===== src/rtl/recompute_controller_mp.sv =====
// recompute_controller_mp: multi-proxy column recompute controller.
// Captures the STW fault map of one systolic column, assigns up to NUM_PROXIES
// spare PEs to faulty rows (lowest row first, one proxy per cycle), loads their
// weights, then routes the faulty rows' left inputs to them during matmul.
// Optional feature macro: RCM_FAULT_LOG_EN adds a sticky fault_log output that
// only rst clears.
module recompute_controller_mp #(
    parameter int ROWS        = 4,
    parameter int WORD_SIZE   = 16,
    parameter int NUM_PROXIES = 2,
    parameter int COL_IDX     = 0
) (
    input  logic                            clk,
    input  logic                            rst,
    input  logic                            set_stationary_mode,
    input  logic                            matmul_mode,
    input  logic                            STW_complete,
    input  logic [ROWS-1:0]                 STW_result_mat,
    output logic [$clog2(ROWS)-1:0]         rcm_idx_sel,
    input  logic [WORD_SIZE-1:0]            rcm_in_weight,
    input  logic [ROWS*WORD_SIZE-1:0]       rcm_left_in,
    output logic [NUM_PROXIES*WORD_SIZE-1:0] proxy_left_in,
    output logic [NUM_PROXIES*WORD_SIZE-1:0] rcm_weight,
    output logic [NUM_PROXIES-1:0]          load_proxy,
    output logic [NUM_PROXIES-1:0]          proxy_matmul,
    output logic [NUM_PROXIES*3-1:0]        proxy_settings,
    output logic [NUM_PROXIES*ROWS-1:0]     proxy_en,
    output logic                            fault_detected,
`ifdef RCM_FAULT_LOG_EN
    output logic [ROWS-1:0]                 fault_log,
`endif
    output logic                            uncovered_fault,
    output logic [$clog2(ROWS):0]           fault_count
);

    localparam int IDX_W = $clog2(ROWS);
    localparam int CNT_W = $clog2(ROWS) + 1;
    localparam int NP    = NUM_PROXIES;
    localparam int W     = WORD_SIZE;
    localparam int PW    = (NP > 1) ? $clog2(NP) : 1;

    // Reject configurations the allocator cannot serve.
    if (NUM_PROXIES < 1 || NUM_PROXIES > ROWS || COL_IDX < 0) begin : g_param_err
        $error("recompute_controller_mp: illegal parameter set");
    end

    typedef enum logic [1:0] {
        S_IDLE,
        S_ALLOC,
        S_ARMED,
        S_COMPUTE
    } state_e;

    state_e              state_q, state_d;
    logic [ROWS-1:0]     fault_mask_q, fault_mask_d;
    logic [ROWS-1:0]     remaining_q, remaining_d;
    logic [PW-1:0]       p_q, p_d;
    logic [CNT_W-1:0]    fault_count_q, fault_count_d;
    logic                uncovered_q, uncovered_d;
    logic [NP*W-1:0]     weight_q, weight_d;
    logic [NP*W-1:0]     left_q, left_d;
    logic [NP-1:0]       load_q, load_d;
    logic [NP-1:0]       matmul_q, matmul_d;
    logic [NP-1:0]       assigned_q, assigned_d;
    logic [NP*3-1:0]     settings_q, settings_d;
    logic [NP*ROWS-1:0]  en_q, en_d;
`ifdef RCM_FAULT_LOG_EN
    logic [ROWS-1:0]     log_q, log_d;
`endif

    logic [IDX_W-1:0]    idx_sel;
    logic                idx_found;
    logic [ROWS-1:0]     sel_onehot;
    logic [ROWS-1:0]     cap_mask;
    logic [CNT_W-1:0]    cap_count;
    logic [NP*W-1:0]     left_sel;
    logic                release_req;

    // Priority encoder: lowest still-unassigned faulty row drives the weight mux.
    always_comb begin
        idx_sel   = '0;
        idx_found = 1'b0;
        for (int unsigned r = 0; r < ROWS; r++) begin
            if (!idx_found && remaining_q[r]) begin
                idx_sel   = IDX_W'(r);
                idx_found = 1'b1;
            end
        end
    end

    assign sel_onehot = ROWS'(1) << idx_sel;

    // Fault mask and fault population of the STW result being offered.
    always_comb begin
        cap_mask  = ~STW_result_mat;
        cap_count = '0;
        for (int unsigned r = 0; r < ROWS; r++) begin
            cap_count = cap_count + CNT_W'(cap_mask[r]);
        end
    end

    // Per-proxy left-input mux selected by the proxy's one-hot row assignment.
    always_comb begin
        left_sel = '0;
        for (int unsigned p = 0; p < NP; p++) begin
            for (int unsigned r = 0; r < ROWS; r++) begin
                if (en_q[p*ROWS + r]) begin
                    left_sel[p*W +: W] = rcm_left_in[r*W +: W];
                end
            end
        end
    end

    assign release_req = set_stationary_mode && (state_q != S_IDLE);

    // Next-state and next-output logic for the allocation FSM.
    always_comb begin
        state_d       = state_q;
        fault_mask_d  = fault_mask_q;
        remaining_d   = remaining_q;
        p_d           = p_q;
        fault_count_d = fault_count_q;
        uncovered_d   = uncovered_q;
        weight_d      = weight_q;
        left_d        = left_q;
        load_d        = '0;
        matmul_d      = matmul_q;
        assigned_d    = assigned_q;
        settings_d    = settings_q;
        en_d          = en_q;
`ifdef RCM_FAULT_LOG_EN
        log_d         = log_q;
`endif

        unique case (state_q)
            S_IDLE: begin
                if (STW_complete) begin
                    fault_mask_d  = cap_mask;
                    remaining_d   = cap_mask;
                    fault_count_d = cap_count;
                    p_d           = '0;
`ifdef RCM_FAULT_LOG_EN
                    log_d         = log_q | cap_mask;
`endif
                    if (|cap_mask) begin
                        state_d = S_ALLOC;
                    end
                end
            end

            S_ALLOC: begin
                weight_d[int'(p_q)*W +: W]        = rcm_in_weight;
                en_d[int'(p_q)*ROWS +: ROWS]      = sel_onehot;
                settings_d[int'(p_q)*3 +: 3]      = 3'b001;
                load_d[p_q]                       = 1'b1;
                assigned_d[p_q]                   = 1'b1;
                remaining_d                       = remaining_q & ~sel_onehot;
                p_d                               = p_q + PW'(1);
                if (remaining_d == '0 || p_q == PW'(NP - 1)) begin
                    state_d     = S_ARMED;
                    uncovered_d = |remaining_d;
                end
            end

            S_ARMED: begin
                if (matmul_mode) begin
                    state_d  = S_COMPUTE;
                    matmul_d = assigned_q;
                    weight_d = '0;
                    for (int unsigned p = 0; p < NP; p++) begin
                        settings_d[p*3 +: 3] = assigned_q[p] ? 3'b110 : 3'b000;
                    end
                end
            end

            S_COMPUTE: begin
                left_d = left_sel;
            end

            default: state_d = S_IDLE;
        endcase

        // Release is evaluated last so it overrides an ALLOC step in the same cycle.
        if (release_req) begin
            state_d       = S_IDLE;
            fault_mask_d  = '0;
            remaining_d   = '0;
            p_d           = '0;
            fault_count_d = '0;
            uncovered_d   = 1'b0;
            weight_d      = '0;
            left_d        = '0;
            load_d        = '0;
            matmul_d      = '0;
            assigned_d    = '0;
            settings_d    = '0;
            en_d          = '0;
        end
    end

    // State and output registers with synchronous reset.
    always_ff @(posedge clk) begin
        if (rst) begin
            state_q       <= S_IDLE;
            fault_mask_q  <= '0;
            remaining_q   <= '0;
            p_q           <= '0;
            fault_count_q <= '0;
            uncovered_q   <= 1'b0;
            weight_q      <= '0;
            left_q        <= '0;
            load_q        <= '0;
            matmul_q      <= '0;
            assigned_q    <= '0;
            settings_q    <= '0;
            en_q          <= '0;
`ifdef RCM_FAULT_LOG_EN
            log_q         <= '0;
`endif
        end else begin
            state_q       <= state_d;
            fault_mask_q  <= fault_mask_d;
            remaining_q   <= remaining_d;
            p_q           <= p_d;
            fault_count_q <= fault_count_d;
            uncovered_q   <= uncovered_d;
            weight_q      <= weight_d;
            left_q        <= left_d;
            load_q        <= load_d;
            matmul_q      <= matmul_d;
            assigned_q    <= assigned_d;
            settings_q    <= settings_d;
            en_q          <= en_d;
`ifdef RCM_FAULT_LOG_EN
            log_q         <= log_d;
`endif
        end
    end

    assign rcm_idx_sel     = idx_sel;
    assign proxy_left_in   = left_q;
    assign rcm_weight      = weight_q;
    assign load_proxy      = load_q;
    assign proxy_matmul    = matmul_q;
    assign proxy_settings  = settings_q;
    assign proxy_en        = en_q;
    assign fault_detected  = |fault_mask_q;
    assign uncovered_fault = uncovered_q;
    assign fault_count     = fault_count_q;
`ifdef RCM_FAULT_LOG_EN
    assign fault_log       = log_q;
`endif

endmodule


===== config.mk =====
export PLATFORM = sky130hd
export DESIGN_NAME = recompute_controller_mp
export DESIGN_NICKNAME = d
export VERILOG_FILES = /design/src/rtl/recompute_controller_mp.sv
export SDC_FILE = /design/constraint.sdc
export NUM_CORES = 1
export LEC_CHECK = 0
export CORE_MARGIN = 4
export CORE_UTILIZATION = 40
export DETAILED_ROUTE_END_ITERATION = 10
export GPL_TIMING_DRIVEN = 0
export PLACE_DENSITY_LB_ADDON = 0.08
export SYNTH_ARGS = -nofsm -noshare
export SYNTH_HDL_FRONTEND = slang
export SYNTH_SLANG_ARGS = --single-unit

===== constraint.sdc =====
create_clock -name clk -period 1.5 [get_ports clk]
set_input_delay 0.3 -clock clk [delete_from_list [all_inputs] [get_ports clk]]
set_output_delay 0.3 -clock clk [all_outputs]
set_load 0.02 [all_outputs]

==> impl_metrics.json <==
{
  "run_status": "finished, violations left",
  "violations": "setup timing",
  "drtIter0Drc": 490,
  "gp_congestion": 0.898,
  "synthesis.nets": 663,
  "num_io_pins": 178,
  "finalPower_mw": 11.0,
  "endpoint_kind": "output port",
  "ir_drop_mv": 0.892,
  "dieArea_sq_um": 13400,
  "final_nets": 883,
  "grt_pass1_vias": 5295,
  "ys_ff_latch": 97,
  "arrival_ns": 1.46,
  "grt_max_degree": 18,
  "hold_viol": 0,
  "grt_overflow": 0,
  "yosysWarnings": 0,
  "post-route-period-util": 1.17,
  "synth_area_leader_cell": "dfxtp_1",
  "die_h_um": 116,
  "synth_top_area_share": 0.417,
  "synth_area_leaders": "dfxtp_1 (42%), nand2_1 (7.0%), a211o_1 (6.0%)",
  "finalSetupTns_ns": -1.17,
  "setup_violations": 17,
  "insertedDiodeCount": 0,
  "grt_pass1_wl_mm": 26.5,
  "worstSkewPairLatency_ns": 0.36,
  "area_growth_pct": 64.5,
  "rsz0062_at_grt": "yes",
  "wire_per_inst_um": 19.6,
  "syn-cell-area_sq_um": 4660,
  "cts_tree": "done",
  "p_leak_nw": 3.18,
  "synth_cell_types": 46,
  "worst_pin_slew_ns": 0.610,
  "antenna_found_initial": 0,
  "fp-row-count": 39,
  "viasPerCell": 5.68,
  "die_x_um": 116,
  "remaining_drc_errors": 0,
  "hold_path.class": "in2reg",
  "clkSlewWorstSetupHoldPaths_ns": 0.07,
  "ctsRootBufferMaster": "clkbuf_16",
  "clock.fmax_mhz": 568,
  "synth_edf_count": 0,
  "critPathMaxFanout": 3,
  "start_kind": "flip-flop",
  "cts_made_buffers": 9,
  "cts_num_sinks": 97,
  "core-area_sq_um": 11400,
  "cts_htree_levels": 3,
  "cp.required_ns": 1.20,
  "numPortBuffers": 177,
  "async_reset_ff_frac": 0,
  "synthCells": 564,
  "initial_utilization": 0.408,
  "p_per_area_nw_per_um2": 1440,
  "final-instance-count-excl-fill": 932,
  "fin_skew_ns": 0.00684,
  "slew_headroom": 0.593,
  "grt_util_all_layers": 0.251,
  "synthFlopType": "dfxtp_1",
  "finalWirelength_mm": 18.3,
  "dp_slack_ns": -0.614,
  "dp_cells": 884,
  "fin_ws_ns": -0.261,
  "drt-pass1-iter-count": 5,
  "clockBufferDepth": 2,
  "drive_gt1_frac": 0.250,
  "ys_seq_area_frac": 0.417,
  "critPathKind": "reg2out",
  "drv_cap": 0,
  "min_period_ns": 1.76,
  "hpwl_mm": 12.3,
  "syn_avg_cell_area_sq_um": 8.26,
  "vias": 5297,
  "finalMaxSlewViolations": 0,
  "antenna_left": 0
}
[layout make-up]
type,count,area (sq um)
Sequential cell,97,1960
Fill cell,998,3750
Tap cell,143,179
Multi-Input combinational cell,384,2610
Buffer,54,467
Clock inverter,6,76.3
Inverter,24,95.1
Timing Repair Buffer,214,2050
Clock buffer,10,229
[layer usage]
metal	share of wire	track usage
met1	0.39	0.292
met2	0.50	0.438
met3	0.084	0.0580
met4	0.030	0.111
met5	0	0
[cell usage in the layout, fill, tap and decap left out, drive strengths merged, types with 3 or more instances in the layout]
master / count
buf: 70
nand2: 87
nor2b: 4
nand3: 37
a21oi: 54
dfxtp: 97
nand2b: 5
a211oi: 7
inv: 26
o21ai: 36
a31oi: 32
a211o: 32
ha: 9
clkbuf: 37
dlygate4sd2: 84
nor2: 27
or3: 3
a221oi: 32
nor3: 3
clkdlybuf4s50: 85
[critical path, cell delays in order, from the launching register on]
cell and delay [ns]:
dfxtp_4 0.35, or4b_4 0.54, o21ai_2 0.08, buf_6 0.13
[registers in the layout, summed over array words and instances, names as in the netlist]
signal and flops:
proxy_left_in 32, load_proxy 2, remaining_q 4, state_q 2
proxy_matmul 2, fault_mask_q 4, rcm_weight 32, proxy_settings 4
proxy_en 8, assigned_q 2, p_q 1, uncovered_fault 1
fault_count 3
[final timing paths]
kind / start / to / slack (ns) / cells past startpoint
min reg2reg: proxy_settings[3] / proxy_settings[3] / 0.46 / 2
min: STW_result_mat[0] / fault_mask_q[0] / 0.22 / 2
max: remaining_q[0] / rcm_idx_sel[0] / -0.26 / 3
max reg2reg: remaining_q[0] / state_q[0] / -0.23 / 6
[logic make-up after synthesis]
group,count (synthesis),share of synthesized area
flip-flops,97,0.417
AND/OR/NAND/NOR,173,0.171
adder cells (fa/ha/maj),10,0.0285
multiplexers,1,0.00215
buffers and inverters,83,0.0894
AO/OA/AOI/OAI,200,0.292
[report_power, final]
part | switching [mW] | total (mW) | internal (mW)
clock network | 1.11 | 2.43 | 1.32
logic | 2.80 | 5.31 | 2.51
registers | 0.291 | 3.28 | 2.98
total | 4.19 | 11.0 | 6.82
[synth_stat cells, drive strengths merged, types with 2 or more instances]
cell and number:
nor2 27, nor3 3, inv 24, ha 9
nand2 87, clkbuf 28, nand2b 5, a221oi 32
nor2b 4, nand3 37, a21oi 54, o21ai 36
buf 31, a211oi 7, and2 2, dfxtp 97
or3 3, a211o 32, a31oi 32
[metrics by stage]
| step | utilization | hold slack, ns | area, sq um |
|---|---|---|---|
| floorplan | - | 0.396 | 4670 |
| global placement | 0.580 | 0.443 | 6620 |
| detailed placement | 0.580 | 0.450 | 6620 |
| CTS | 0.632 | 0.368 | 7220 |
| global route | 0.671 | 0.223 | 7660 |
| finish | 0.671 | 0.217 | 7660 |
[what timing repair did]
item,in CTS,in global routing
setup buffers,17,13
gates cloned,3,5
resized for setup,200,127
pin swaps,8,15
setup endpoints to repair,186,89
hold buffers,0,0
Power figures use the tool's default switching activity.
